--- config.mk ---
export PLATFORM = sky130hd
export DESIGN_NAME = rgb_pwm_fader_flat
export DESIGN_NICKNAME = d
export VERILOG_FILES = /design/src/rtl/rgb_pwm_fader_if.sv /design/src/rtl/rgb_pwm_fader.sv /design/src/flat_wrapper.sv
export SDC_FILE = /design/constraint.sdc
export NUM_CORES = 1
export LEC_CHECK = 0
export ABC_AREA = 1
export BUFFER_PORTS_ARGS = -buffer_cell sky130_fd_sc_hd__buf_2
export CORE_MARGIN = 1.5
export CORE_UTILIZATION = 29
export CTS_CLUSTER_SIZE = 10
export DETAILED_ROUTE_END_ITERATION = 16
export GPL_ROUTABILITY_DRIVEN = 0
export SLEW_MARGIN = 20
export SYNTH_ARGS = -nofsm -noshare
export SYNTH_HDL_FRONTEND = slang
export SYNTH_SLANG_ARGS = --single-unit
--- constraint.sdc ---
create_clock -name clk -period 2.3 [get_ports clk]
set_input_delay 0.115 -clock clk [delete_from_list [all_inputs] [get_ports clk]]
set_output_delay 0.115 -clock clk [all_outputs]
set_load 0.02 [all_outputs]
--- src/rtl/rgb_pwm_fader_if.sv ---
// Target-colour handshake between a colour source and rgb_pwm_fader.
// The source offers three 8-bit duties plus a fade/jump select under valid/ready.
interface rgb_pwm_fader_if;
  logic       tgt_valid;
  logic       tgt_ready;
  logic [7:0] tgt_red;
  logic [7:0] tgt_green;
  logic [7:0] tgt_blue;
  logic       fade_en;

  modport master (
    output tgt_valid,
    output tgt_red,
    output tgt_green,
    output tgt_blue,
    output fade_en,
    input  tgt_ready
  );

  modport slave (
    input  tgt_valid,
    input  tgt_red,
    input  tgt_green,
    input  tgt_blue,
    input  fade_en,
    output tgt_ready
  );
endinterface

--- src/rtl/rgb_pwm_fader.sv ---
// Three-channel 8-bit PWM generator for the RGB LED driver that either jumps or linearly fades
// to a new colour; duty registers only ever change on a PWM period boundary.
module rgb_pwm_fader #(
  parameter int unsigned PRESCALE = 4,
  parameter int unsigned FADE_DIV = 16
) (
  input  logic           clk,
  input  logic           rst_n,
  rgb_pwm_fader_if.slave tgt,
  output logic           busy_o,
  output logic           period_start_o,
  output logic           red_pwm_o,
  output logic           green_pwm_o,
  output logic           blue_pwm_o
);

  localparam int unsigned PsW  = (PRESCALE > 1) ? $clog2(PRESCALE) : 1;
  localparam int unsigned DivW = (FADE_DIV > 1) ? $clog2(FADE_DIV) : 1;
  localparam logic [PsW-1:0]  PsMax  = PsW'(PRESCALE - 1);
  localparam logic [DivW-1:0] DivMax = DivW'(FADE_DIV - 1);

  typedef enum logic [0:0] {StIdle, StXfer} state_e;

  state_e          state_q;
  logic            mode_q;
  logic [PsW-1:0]  presc_q;
  logic [7:0]      cnt_q;
  logic [DivW-1:0] div_q;
  logic            ps_q;
  logic [2:0]      pwm_q;
  // Channel index 0 = red, 1 = green, 2 = blue.
  logic [2:0][7:0] duty_q;
  logic [2:0][7:0] tgt_q;
  logic [2:0][7:0] step_d;

  logic tick, bnd, step_now, accept, at_tgt;

  assign tick          = (presc_q == PsMax);
  assign bnd           = tick && (cnt_q == 8'hff);
  assign step_now      = bnd && (div_q == DivMax);
  assign tgt.tgt_ready = (state_q == StIdle);
  assign accept        = tgt.tgt_valid && tgt.tgt_ready;

  // One saturating-by-construction step toward the target on each fade step.
  always_comb begin
    step_d = duty_q;
    for (int i = 0; i < 3; i++) begin
      if (step_now && (duty_q[i] < tgt_q[i])) begin
        step_d[i] = duty_q[i] + 8'd1;
      end else if (step_now && (duty_q[i] > tgt_q[i])) begin
        step_d[i] = duty_q[i] - 8'd1;
      end
    end
  end

  assign at_tgt = (step_d == tgt_q);

  always_ff @(posedge clk or negedge rst_n) begin
    if (!rst_n) begin
      presc_q <= '0;
      cnt_q   <= '0;
      div_q   <= '0;
      ps_q    <= 1'b0;
      pwm_q   <= '0;
    end else begin
      presc_q <= tick ? '0 : presc_q + 1'b1;
      if (tick) begin
        cnt_q <= cnt_q + 8'd1;
      end
      ps_q <= bnd;
      for (int i = 0; i < 3; i++) begin
        pwm_q[i] <= (cnt_q < duty_q[i]);
      end
      // An accept coinciding with a boundary wins: that boundary is not counted.
      if (accept) begin
        div_q <= '0;
      end else if (bnd) begin
        div_q <= (div_q == DivMax) ? '0 : div_q + 1'b1;
      end
    end
  end

  always_ff @(posedge clk or negedge rst_n) begin
    if (!rst_n) begin
      state_q <= StIdle;
      mode_q  <= 1'b0;
      tgt_q   <= '0;
      duty_q  <= '0;
    end else begin
      unique case (state_q)
        StIdle: begin
          if (accept) begin
            tgt_q   <= {tgt.tgt_blue, tgt.tgt_green, tgt.tgt_red};
            mode_q  <= tgt.fade_en;
            state_q <= StXfer;
          end
        end
        StXfer: begin
          if (bnd) begin
            if (!mode_q) begin
              duty_q  <= tgt_q;
              state_q <= StIdle;
            end else begin
              duty_q <= step_d;
              if (at_tgt) begin
                state_q <= StIdle;
              end
            end
          end
        end
        default: state_q <= StIdle;
      endcase
    end
  end

  assign busy_o         = ~tgt.tgt_ready;
  assign period_start_o = ps_q;
  assign red_pwm_o      = pwm_q[0];
  assign green_pwm_o    = pwm_q[1];
  assign blue_pwm_o     = pwm_q[2];

endmodule

--- src/flat_wrapper.sv ---
// flat-port wrapper written by rule: the top's interface ports become plain ports
module rgb_pwm_fader_flat 
#(
  parameter int unsigned PRESCALE = 4,
  parameter int unsigned FADE_DIV = 16
)
  (clk, rst_n, busy_o, period_start_o, red_pwm_o, green_pwm_o, blue_pwm_o, tgt_tgt_valid, tgt_tgt_red, tgt_tgt_green, tgt_tgt_blue, tgt_fade_en, tgt_tgt_ready);
  rgb_pwm_fader_if tgt_i ();
  input  logic clk;
  input  logic rst_n;
  output logic busy_o;
  output logic period_start_o;
  output logic red_pwm_o;
  output logic green_pwm_o;
  output logic blue_pwm_o;
  input wire logic [$bits(tgt_i.tgt_valid)-1:0] tgt_tgt_valid;
  input wire logic [$bits(tgt_i.tgt_red)-1:0] tgt_tgt_red;
  input wire logic [$bits(tgt_i.tgt_green)-1:0] tgt_tgt_green;
  input wire logic [$bits(tgt_i.tgt_blue)-1:0] tgt_tgt_blue;
  input wire logic [$bits(tgt_i.fade_en)-1:0] tgt_fade_en;
  output wire logic [$bits(tgt_i.tgt_ready)-1:0] tgt_tgt_ready;
  assign tgt_i.tgt_valid = tgt_tgt_valid;
  assign tgt_i.tgt_red = tgt_tgt_red;
  assign tgt_i.tgt_green = tgt_tgt_green;
  assign tgt_i.tgt_blue = tgt_tgt_blue;
  assign tgt_i.fade_en = tgt_fade_en;
  assign tgt_tgt_ready = tgt_i.tgt_ready;
  rgb_pwm_fader #(.PRESCALE(PRESCALE), .FADE_DIV(FADE_DIV)) u_core (.clk(clk), .rst_n(rst_n), .tgt(tgt_i), .busy_o(busy_o), .period_start_o(period_start_o), .red_pwm_o(red_pwm_o), .green_pwm_o(green_pwm_o), .blue_pwm_o(blue_pwm_o));
endmodule
==> metrics.txt, run 1 <==
P per Cell Area 382 nW/um^2; Final ANT Viol Nets 0; gr usage total 17.9%; largest net degree at the start of global routing 41; first-pass GRT wire length 28.7 mm; Post-Syn Area per Cell 6.86 um^2; CP Buf/Inv Count 3; cell family with most CP delay simple AND/OR/NAND/NOR gates; Fin. Hold Viols 0; register area share after synthesis 30.0%; number of port buffers 33; total wire length 18.4 mm; Leak 4.29 nW; Post-DP HPWL 12.9 mm; fin nets 1131; Final period util 105%; worst path cell trace ha_2, nand2_2, nor2_4, nand3_2, buf_4, clkinv_2, nand3_4, inv_4, nand2_4, nand2_2, nand2_2, nand3_1, nand2_1, nor2_1, nand2_1, nor2_2, nand3_1, nand2_1, a21oi_2; IO Count 34; final setup violation count 1; most frequent cells in the layout nand2_1, buf_4, inv_1; Clock Latency Late Sink 0.35 ns; Max FO, Critical Path 6; critical path class flip-flop to flip-flop; max_slew headroom 52.6%; CTS Sinks 68; fill count 1882; CTS tree done; Crit. End Element flip-flop; CTS clk-pin slew, worst paths 0.06 ns; multi-input combinational cell area 4110 um^2; area delta synth->final 52.2%; final max-slew violation count 0; crit start category flip-flop; Root Driver clkbuf_16; cts bufs inserted 9; CP max stage cell dfrtp_1; total congestion overflow 0; die width 143 um; mapped cell area 5670 um^2; failing checks negative setup slack; layout cells sized above 1 34.3%; syn_nets 909; Final Worst Setup Slack -0.124 ns; DR vias 6357; measured slew at the worst slew-check pin 0.710 ns; RSZ-0062 raised after global routing true; synth warn 0; Syn Inst Count 827; Remaining DRCs 0; CTS max path bufs 2; Avg WL per Cell 14.0 um; HP Class input pin to flip-flop; Max-cap violations 0; Initial DRC Count 355; starting density of the core 29.9%; core area 19000 um^2; Critical Path Max Stage Delay 0.35 ns; fin util 45.6%; 1st-pass router iterations 5; worst clock skew 0.0107 ns; register area 1700 um^2; Vias/cell 4.84; die area 20400 um^2; diode count 0; Peak VDD IR 0.324 mV; Pwr Total 3.30 mW; Die Height 143 um; f_max 412 MHz; WP data required 2.53 ns; row cnt 50; vias in the first global route 5794; antenna violations before repair 0; htree depth 3; worst path arrival time 2.66 ns; status finished, violations left; Tmin final 2.42 ns; Yosys cell types 37; Seq cells post-synth 68; leading cell type in the layout, fill and taps excluded nand2_1
## synth_stat cells (all sizes together)
library cell	instances	area, um^2
xor2	18	158
o211ai	3	22.5
a21o	3	22.5
nand3	83	475
ha	54	676
nand4	16	100
a21boi	3	22.5
nor2	66	295
nand3b	2	15.0
clkbuf	14	53.8
xnor2	3	26.3
clkinv	3	17.5
inv	98	368
o22ai	19	119
o21ai	70	354
nor4	1	6.26
nand2	248	946
o32ai	1	8.76
dfrtp	68	1700
buf	4	28.8
nor3	7	35.0
o21a	1	7.51
a21oi	42	214
## power breakdown
part / switching (mW) / internal (mW) / total (mW)
Sequential: 0.0319 / 1.25 / 1.28
Combinational: 0.290 / 0.291 / 0.581
Clock: 0.599 / 0.834 / 1.43
Total: 0.921 / 2.37 / 3.30
## flip-flops by register name (all words and copies together) (netlist names)
name / count
u_core.mode_q: 1
u_core.period_start_o: 1
u_core.presc_q: 2
u_core.pwm_q: 3
u_core.cnt_q: 8
u_core.busy_o: 1
u_core.duty_q: 24
u_core.div_q: 4
u_core.tgt_q: 24
## tightest hold or removal path, cell delays in order
cell and delay [ns]:
buf_2 0.09, nor2_1 0.07, a21oi_2 0.09
## metrics by stage
stage               TNS (ns)  cell area (um^2)  hold slack [ns]  instances  setup slack (ns)
finish                -0.124              8640           0.0678       1314            -0.124
CTS                   -0.125              7990           0.0633       1297            -0.125
floorplan                  0              5670           -0.181        827            0.0654
global placement      -0.397              7170           0.0866       1243            -0.397
global route          -0.302              8640           0.0721       1314            -0.302
detailed placement    -0.383              7170           0.0801       1243            -0.383
## cell type report
| cell class | instances | area share, % |
|---|---|---|
| clock buffers | 9 | 2.61 |
| clock inverters | 7 | 0.782 |
| inverters | 101 | 4.64 |
| multi-input cells | 642 | 47.6 |
| flip-flops and latches | 68 | 19.7 |
| well taps | 260 | 3.77 |
| repair buffers | 227 | 20.9 |
## worst paths after layout
path	start	endpoint	slack [ns]	cells after the start
hold / removal	tgt_tgt_valid	u_core.busy_o	0.07	3
max in group asynchronous	rst_n	u_core.cnt_q[1]	1.47	3
setup reg to reg	u_core.div_q[1]	u_core.busy_o	-0.12	19
hold reg to reg	u_core.presc_q[1]	u_core.presc_q[1]	0.51	1
setup / recovery	u_core.div_q[1]	u_core.busy_o	-0.12	19
min in group asynchronous	rst_n	u_core.tgt_q[14]	0.25	2
## kinds of logic (layout without fill, tap and decap cells)
logic type	after synthesis	count (layout)	share of synthesized area, %
AND/OR/NAND/NOR	423	425	33.0
AO/OA/AOI/OAI	142	142	13.6
buffers and inverters	119	344	8.25
flip-flops	68	68	30.0
adder cells (fa/ha/maj)	54	54	11.9
XOR/XNOR	21	21	3.24
## per-layer routing
layer | routed length, um | GRT usage (%) | vias up
li1 | - | - | 3192
met1 | 8380 | 23.6 | 2964
met2 | 8870 | 29.9 | 166
met3 | 773 | 2.92 | 35
met4 | 360 | 5.59 | 0
met5 | 0 | 0 | -
## what timing repair did
item / in CTS / in global routing
cloned: 0 / 2
endpoints found under the hold margin: 53 / 0
gates resized for setup: 42 / 123
setup buffers: 12 / 15
endpoints found under the setup margin: 1 / 4
hold buffers: 26 / 0
pin swaps: 19 / 56
Note: power is estimated with default switching activity, not from simulation.
==> run 2: changes to the inputs <==
--- a/config.mk
+++ b/config.mk
@@ -8,10 +8,12 @@
 export ABC_AREA = 1
 export BUFFER_PORTS_ARGS = -buffer_cell sky130_fd_sc_hd__buf_2
 export CORE_MARGIN = 1.5
-export CORE_UTILIZATION = 29
+export CORE_UTILIZATION = 56
 export CTS_CLUSTER_SIZE = 10
 export DETAILED_ROUTE_END_ITERATION = 16
 export GPL_ROUTABILITY_DRIVEN = 0
+export PLACE_DENSITY = 0.77
+export RECOVER_POWER = 100
 export SLEW_MARGIN = 20
 export SYNTH_ARGS = -nofsm -noshare
 export SYNTH_HDL_FRONTEND = slang
==> run 2 against run 1 <==
Compared with the run above: the run ends with max-capacitance violations, max-slew violations, negative setup slack left; sequential power is essentially flat; global-route usage is 16 points higher; non-clock buffer count fell by 30; critical path depth is 2 higher; setup slack lost 0.24 ns; routed wire length grew 0.14%; core utilization grew 33 points; cell area shrank 11%; clock skew is 0.00068 ns higher; via count rose by 5.7%; largest cell class unchanged.
==> metrics.txt, run 2 (synthesized netlist as in run 1, its figures left out) <==
Final ANT Viol Nets 0; Comb power frac 19.4%; CTS tree done; most used cell, CP nand2_1; fill count 674; Hold Path Cell Cnt 1; Net Sw Power 0.850 mW; Reg power frac 46.5%; Max-cap violations 1; Leak 4.02 nW; Final period util 116%; FF-to-FF path depth 21; CTS max path bufs 2; CP max stage cell dfrtp_1; total wire length 18.4 mm; Top Registers u_core.duty_q: 24 flops, u_core.tgt_q: 24 flops, u_core.cnt_q: 8 flops; Vias/cell 5.82; worst path cell trace ha_4, nand2_1, inv_2, nand2_1, nand2_1, nand2_2, nand2_2, inv_1, buf_4, nand3_1, nand2_1, nand2_1, nand2_1, nand2_1, nand2_1, nor2_1, nand2_1, nor2_1, nand3_1, nand2_1, a21oi_2; critical path class flip-flop to flip-flop; Avg WL per Cell 15.9 um; gr usage total 33.7%; number of port buffers 33; fin util 78.7%; origin of the critical flop-to-flop path u_core.duty_q[19]; crit start category flip-flop; final setup violation count 1; hold_sp u_core.presc_q[0]; failing checks max-capacitance violations, max-slew violations, negative setup slack; leading cell type in the layout, fill and taps excluded nand2_1; status finished, violations left; Root Driver clkbuf_8; first-pass GRT wire length 29.8 mm; antenna violations before repair 0; area delta synth->final 36.2%; Int Power 1.91 mW; P per Cell Area 357 nW/um^2; die area 10700 um^2; IO Count 34; vias in the first global route 6706; max_slew headroom -6.90%; r2r endpoint u_core.busy_o; flop-to-flop setup slack -0.36 ns; Post-DP HPWL 12.4 mm; largest net degree at the start of global routing 42; diode count 0; htree depth 3; measured slew at the worst slew-check pin 1.60 ns; most frequent cells in the layout nand2_1, buf_4, inv_1; RSZ-0062 raised after global routing true; Min-Delay Endpoint u_core.presc_q[0]; WP data required 2.56 ns; Final Cell Area 7730 um^2; starting density of the core 57.8%; Net Sw Frac 30.8%; Pwr Total 2.76 mW; layout cells sized above 1 25.9%; DR vias 6719; cts bufs inserted 9; total congestion overflow 0; worst clock skew 0.0114 ns; final max-slew violation count 29; die width 104 um; fin nets 1099; core area 9820 um^2; HP Class flip-flop to flip-flop; Initial DRC Count 558; Final Worst Setup Slack -0.363 ns; worst path arrival time 2.92 ns; CTS Sinks 68; CTS clk-pin slew, worst paths 0.09 ns; Clk network pwr share 34.1%; Max FO, Critical Path 2; Crit. End Element flip-flop; 1st-pass router iterations 6; Critical Path Max Stage Delay 0.43 ns; Placed Area 6850 um^2; Clock Latency Late Sink 0.37 ns; Die Height 104 um; Fin. Hold Viols 0; Worst setup startpoint u_core.duty_q[19]; f_max 376 MHz; Peak VDD IR 0.277 mV; row cnt 36; Tmin final 2.66 ns; Remaining DRCs 0
[run 2: per-layer routing]
metal,wire [um],vias up,GRT usage (%)
met5,0,-,0
met4,1010,0,21.2
met3,1560,118,6.10
met2,8800,410,57.6
met1,7030,3072,39.1
li1,-,3119,-
[run 2: power groups by stage]
stage	Combinational, mW	Sequential (mW)	Clock (mW)
detailed placement	0.449	1.30	0
global route	0.593	1.29	0.993
finish	0.535	1.28	0.940
CTS	0.506	1.28	0.940
floorplan	0.200	1.30	0
global placement	0.435	1.30	0
[run 2: how the worst max path moves through the flow]
stage,endpoint,slack (ns),cells past startpoint
2_1_floorplan,u_core.busy_o,0.07,19
3_3_place_gp,u_core.busy_o,-0.28,19
3_5_place_dp,u_core.busy_o,-0.33,18
4_1_cts,u_core.busy_o,-0.12,18
5_1_grt,u_core.busy_o,-0.48,21
6_report,u_core.busy_o,-0.36,21
[run 2: critical path: cells and delay by family (launching register included)]
| kind | cells | cell delay [ns] |
|---|---|---|
| DFF | 1 | 0.43 |
| adders and majority gates | 1 | 0.29 |
| buffers and inverters | 3 | 0.28 |
| and+or+nand+nor | 16 | 1.49 |
| AOI/OAI and AO/OA | 1 | 0.05 |
[run 2: area by class of cell]
| type | instances | area [um^2] | area share, % |
|---|---|---|---|
| repair buffers | 197 | 1480 | 19.2 |
| flip-flops and latches | 68 | 1700 | 22.0 |
| inverters | 101 | 389 | 5.04 |
| clock buffers | 9 | 124 | 1.60 |
| well taps | 133 | 166 | 2.15 |
| multi-input cells | 640 | 3810 | 49.3 |
| clock inverters | 7 | 51.3 | 0.664 |
[run 2: metrics by stage]
step	cells	setup WS (ns)	hold slack (ns)	TNS (ns)
after floorplan	827	0.0654	-0.181	0
after global placement	1097	-0.278	0.187	-0.278
after detailed placement	1097	-0.333	0.191	-0.333
after CTS	1150	-0.124	0.346	-0.124
after global routing	1155	-0.484	0.443	-6.56
final	1155	-0.363	0.432	-0.363
[run 2: repair_timing]
action / CTS / global route
hold endpoints to repair: 53 / 0
hold buffers: 27 / 0
resized for setup: 44 / 47
pin swaps: 17 / 23
setup buffers: 10 / 5
setup endpoints to repair: 1 / 4
==> run 3: changes to the inputs <==
--- a/config.mk
+++ b/config.mk
@@ -7,12 +7,11 @@
 export LEC_CHECK = 0
 export ABC_AREA = 1
 export BUFFER_PORTS_ARGS = -buffer_cell sky130_fd_sc_hd__buf_2
-export CORE_MARGIN = 1.5
-export CORE_UTILIZATION = 56
+export CORE_UTILIZATION = 60
 export CTS_CLUSTER_SIZE = 10
 export DETAILED_ROUTE_END_ITERATION = 16
 export GPL_ROUTABILITY_DRIVEN = 0
-export PLACE_DENSITY = 0.77
+export PLACE_DENSITY = 0.79
 export RECOVER_POWER = 100
 export SLEW_MARGIN = 20
 export SYNTH_ARGS = -nofsm -noshare
==> constraint.sdc (replaced) <==
create_clock -name clk -period 3.05 [get_ports clk]
set_input_delay 0.1525 -clock clk [delete_from_list [all_inputs] [get_ports clk]]
set_output_delay 0.1525 -clock clk [all_outputs]
set_load 0.02 [all_outputs]
==> run 3 against run 2 <==
Compared with the run above: the flow finishes with violations (negative hold slack); first-iteration DRC count decreased by 46%; core utilization shrank 11 points; critical path depth down 5; via count decreased by 14%; non-clock buffer count down 145; die area decreased by 8.3%; clock-buffer cell count did not move; total power decreased by 26%; sequential share of layout area up 5.3 points; cell area down 19%; critical path type unchanged; highest routed layer unchanged.
==> metrics.txt, run 3 (synthesized netlist as in run 1, its figures left out) <==
status finished, violations left; number of port buffers 33; cts bufs inserted 9; post-place setup slack 0.197 ns; final max-slew violation count 0; final setup violation count 0; Tmin final 2.82 ns; Max-cap violations 0; Final period util 92.3%; Final Worst Setup Slack 0.235 ns; critical path class flip-flop to flip-flop; most frequent cells in the layout nand2_1, inv_1, nand3_1; crit start category flip-flop; HP Class input pin to flip-flop; CTS tree done; flop-to-flop setup slack 0.23 ns; die area 9850 um^2; antenna violations before repair 0; register area 1700 um^2; Final Cell Area 6230 um^2; total wire length 15.4 mm; Fin. Hold Viols 6; CTS clk-pin slew, worst paths 0.09 ns; CTS max path bufs 2; fin nets 954; starting density of the core 61.7%; Remaining DRCs 0; Top Registers u_core.duty_q: 24 flops, u_core.tgt_q: 24 flops, u_core.cnt_q: 8 flops; die width 99.2 um; core area 9200 um^2; Leak 3.24 nW; Pwr Total 2.03 mW; worst clock skew 0.0101 ns; Initial DRC Count 300; DR vias 5799; Placed Area 5970 um^2; largest net degree at the start of global routing 31; row cnt 35; Layout Cells excl Fill 988; Placed Instances 963; multi-input combinational cell area 3490 um^2; vias in the first global route 5629; WP data required 3.31 ns; f_max 355 MHz; htree depth 3; P per Cell Area 326 nW/um^2; total congestion overflow 0; measured slew at the worst slew-check pin 1.30 ns; area delta synth->final 9.84%; Die Height 99.2 um; first-pass GRT wire length 26.0 mm; Min Hold Slack -0.00566 ns; CTS Sinks 68; postcts setup bufs 0; max_slew headroom 13.5%; RSZ-0062 raised after global routing false; Post-DP HPWL 11.3 mm; IO Count 34; setup TNS 0 ns; layout cells sized above 1 8.32%; Root Driver clkbuf_8; 1st-pass router iterations 5; worst path arrival time 3.08 ns; diode count 0; Crit. End Element flip-flop; gr usage total 33.4%; fin util 67.8%; Avg WL per Cell 15.6 um; leading cell type in the layout, fill and taps excluded nand2_1; fill count 841; Final ANT Viol Nets 0; Clock Latency Late Sink 0.37 ns; failing checks negative hold slack; Vias/cell 5.87; Peak VDD IR 0.306 mV; Max FO, Critical Path 8
-- run 3: changes by cell type in the layout (fill, tap and decap cells not counted), moves of 7 or more --
cell           before  now
inv_2               7    0
inv_1              90   98
buf_4             126    6
buf_6               7    0
nor2_4             11    4
dlygate4sd3_1      27    9
nand3_1            64   76
nand3_2            14    5
nand2_2            15    2
nor2_1             45   58
nand2_1           227  244
-- run 3: timing repair --
action / 4_1_cts / 5_1_grt
resized for setup: 0 / 4
hold buffers: 9 / 0
setup endpoints to repair: 0 / 1
endpoints found under the hold margin: 28 / 0
-- run 3: final timing paths --
kind,start,end,cells after the start
setup reg to reg,u_core.cnt_q[1],u_core.busy_o,16
hold reg to reg,u_core.presc_q[0],u_core.presc_q[0],1
max in group asynchronous,rst_n,u_core.duty_q[3],3
min in group asynchronous,rst_n,u_core.tgt_q[13],2
setup / recovery,u_core.cnt_q[1],u_core.busy_o,16
hold / removal,tgt_tgt_green[4],u_core.tgt_q[12],3
-- run 3: critical path, stage by stage, from the launching register on --
cell and delay [ns]:
dfrtp_2 0.44, ha_1 0.25, nand3_1 0.08, nand3b_1 0.23
nor2_4 0.24, buf_4 0.22, nand3_1 0.16, inv_1 0.15
nand2_1 0.10, nand2_1 0.07, nand2_1 0.05, a21oi_1 0.12
nand3_1 0.08, nor2_1 0.27, nand3_1 0.11, nand2_1 0.08
a21oi_2 0.05
-- run 3: routing by layer --
layer,global-route usage (%),part of all wire (%)
met5,0,0
met4,14.7,2.9
met3,5.62,8.4
met2,56.6,48
met1,41.9,41
-- run 3: report_power, final --
group / internal (mW) / switching, mW
Sequential: 0.941 / 0.0304
Clock: 0.389 / 0.422
Combinational: 0.0889 / 0.157
-- run 3: area by class of cell --
cell class	instances	area share [%]
Multi-Input combinational cell	640	56.0
Tap cell	111	2.23
Inverter	101	6.18
Timing Repair Buffer	52	4.94
Sequential cell	68	27.3
Clock inverter	7	1.31
Clock buffer	9	1.99
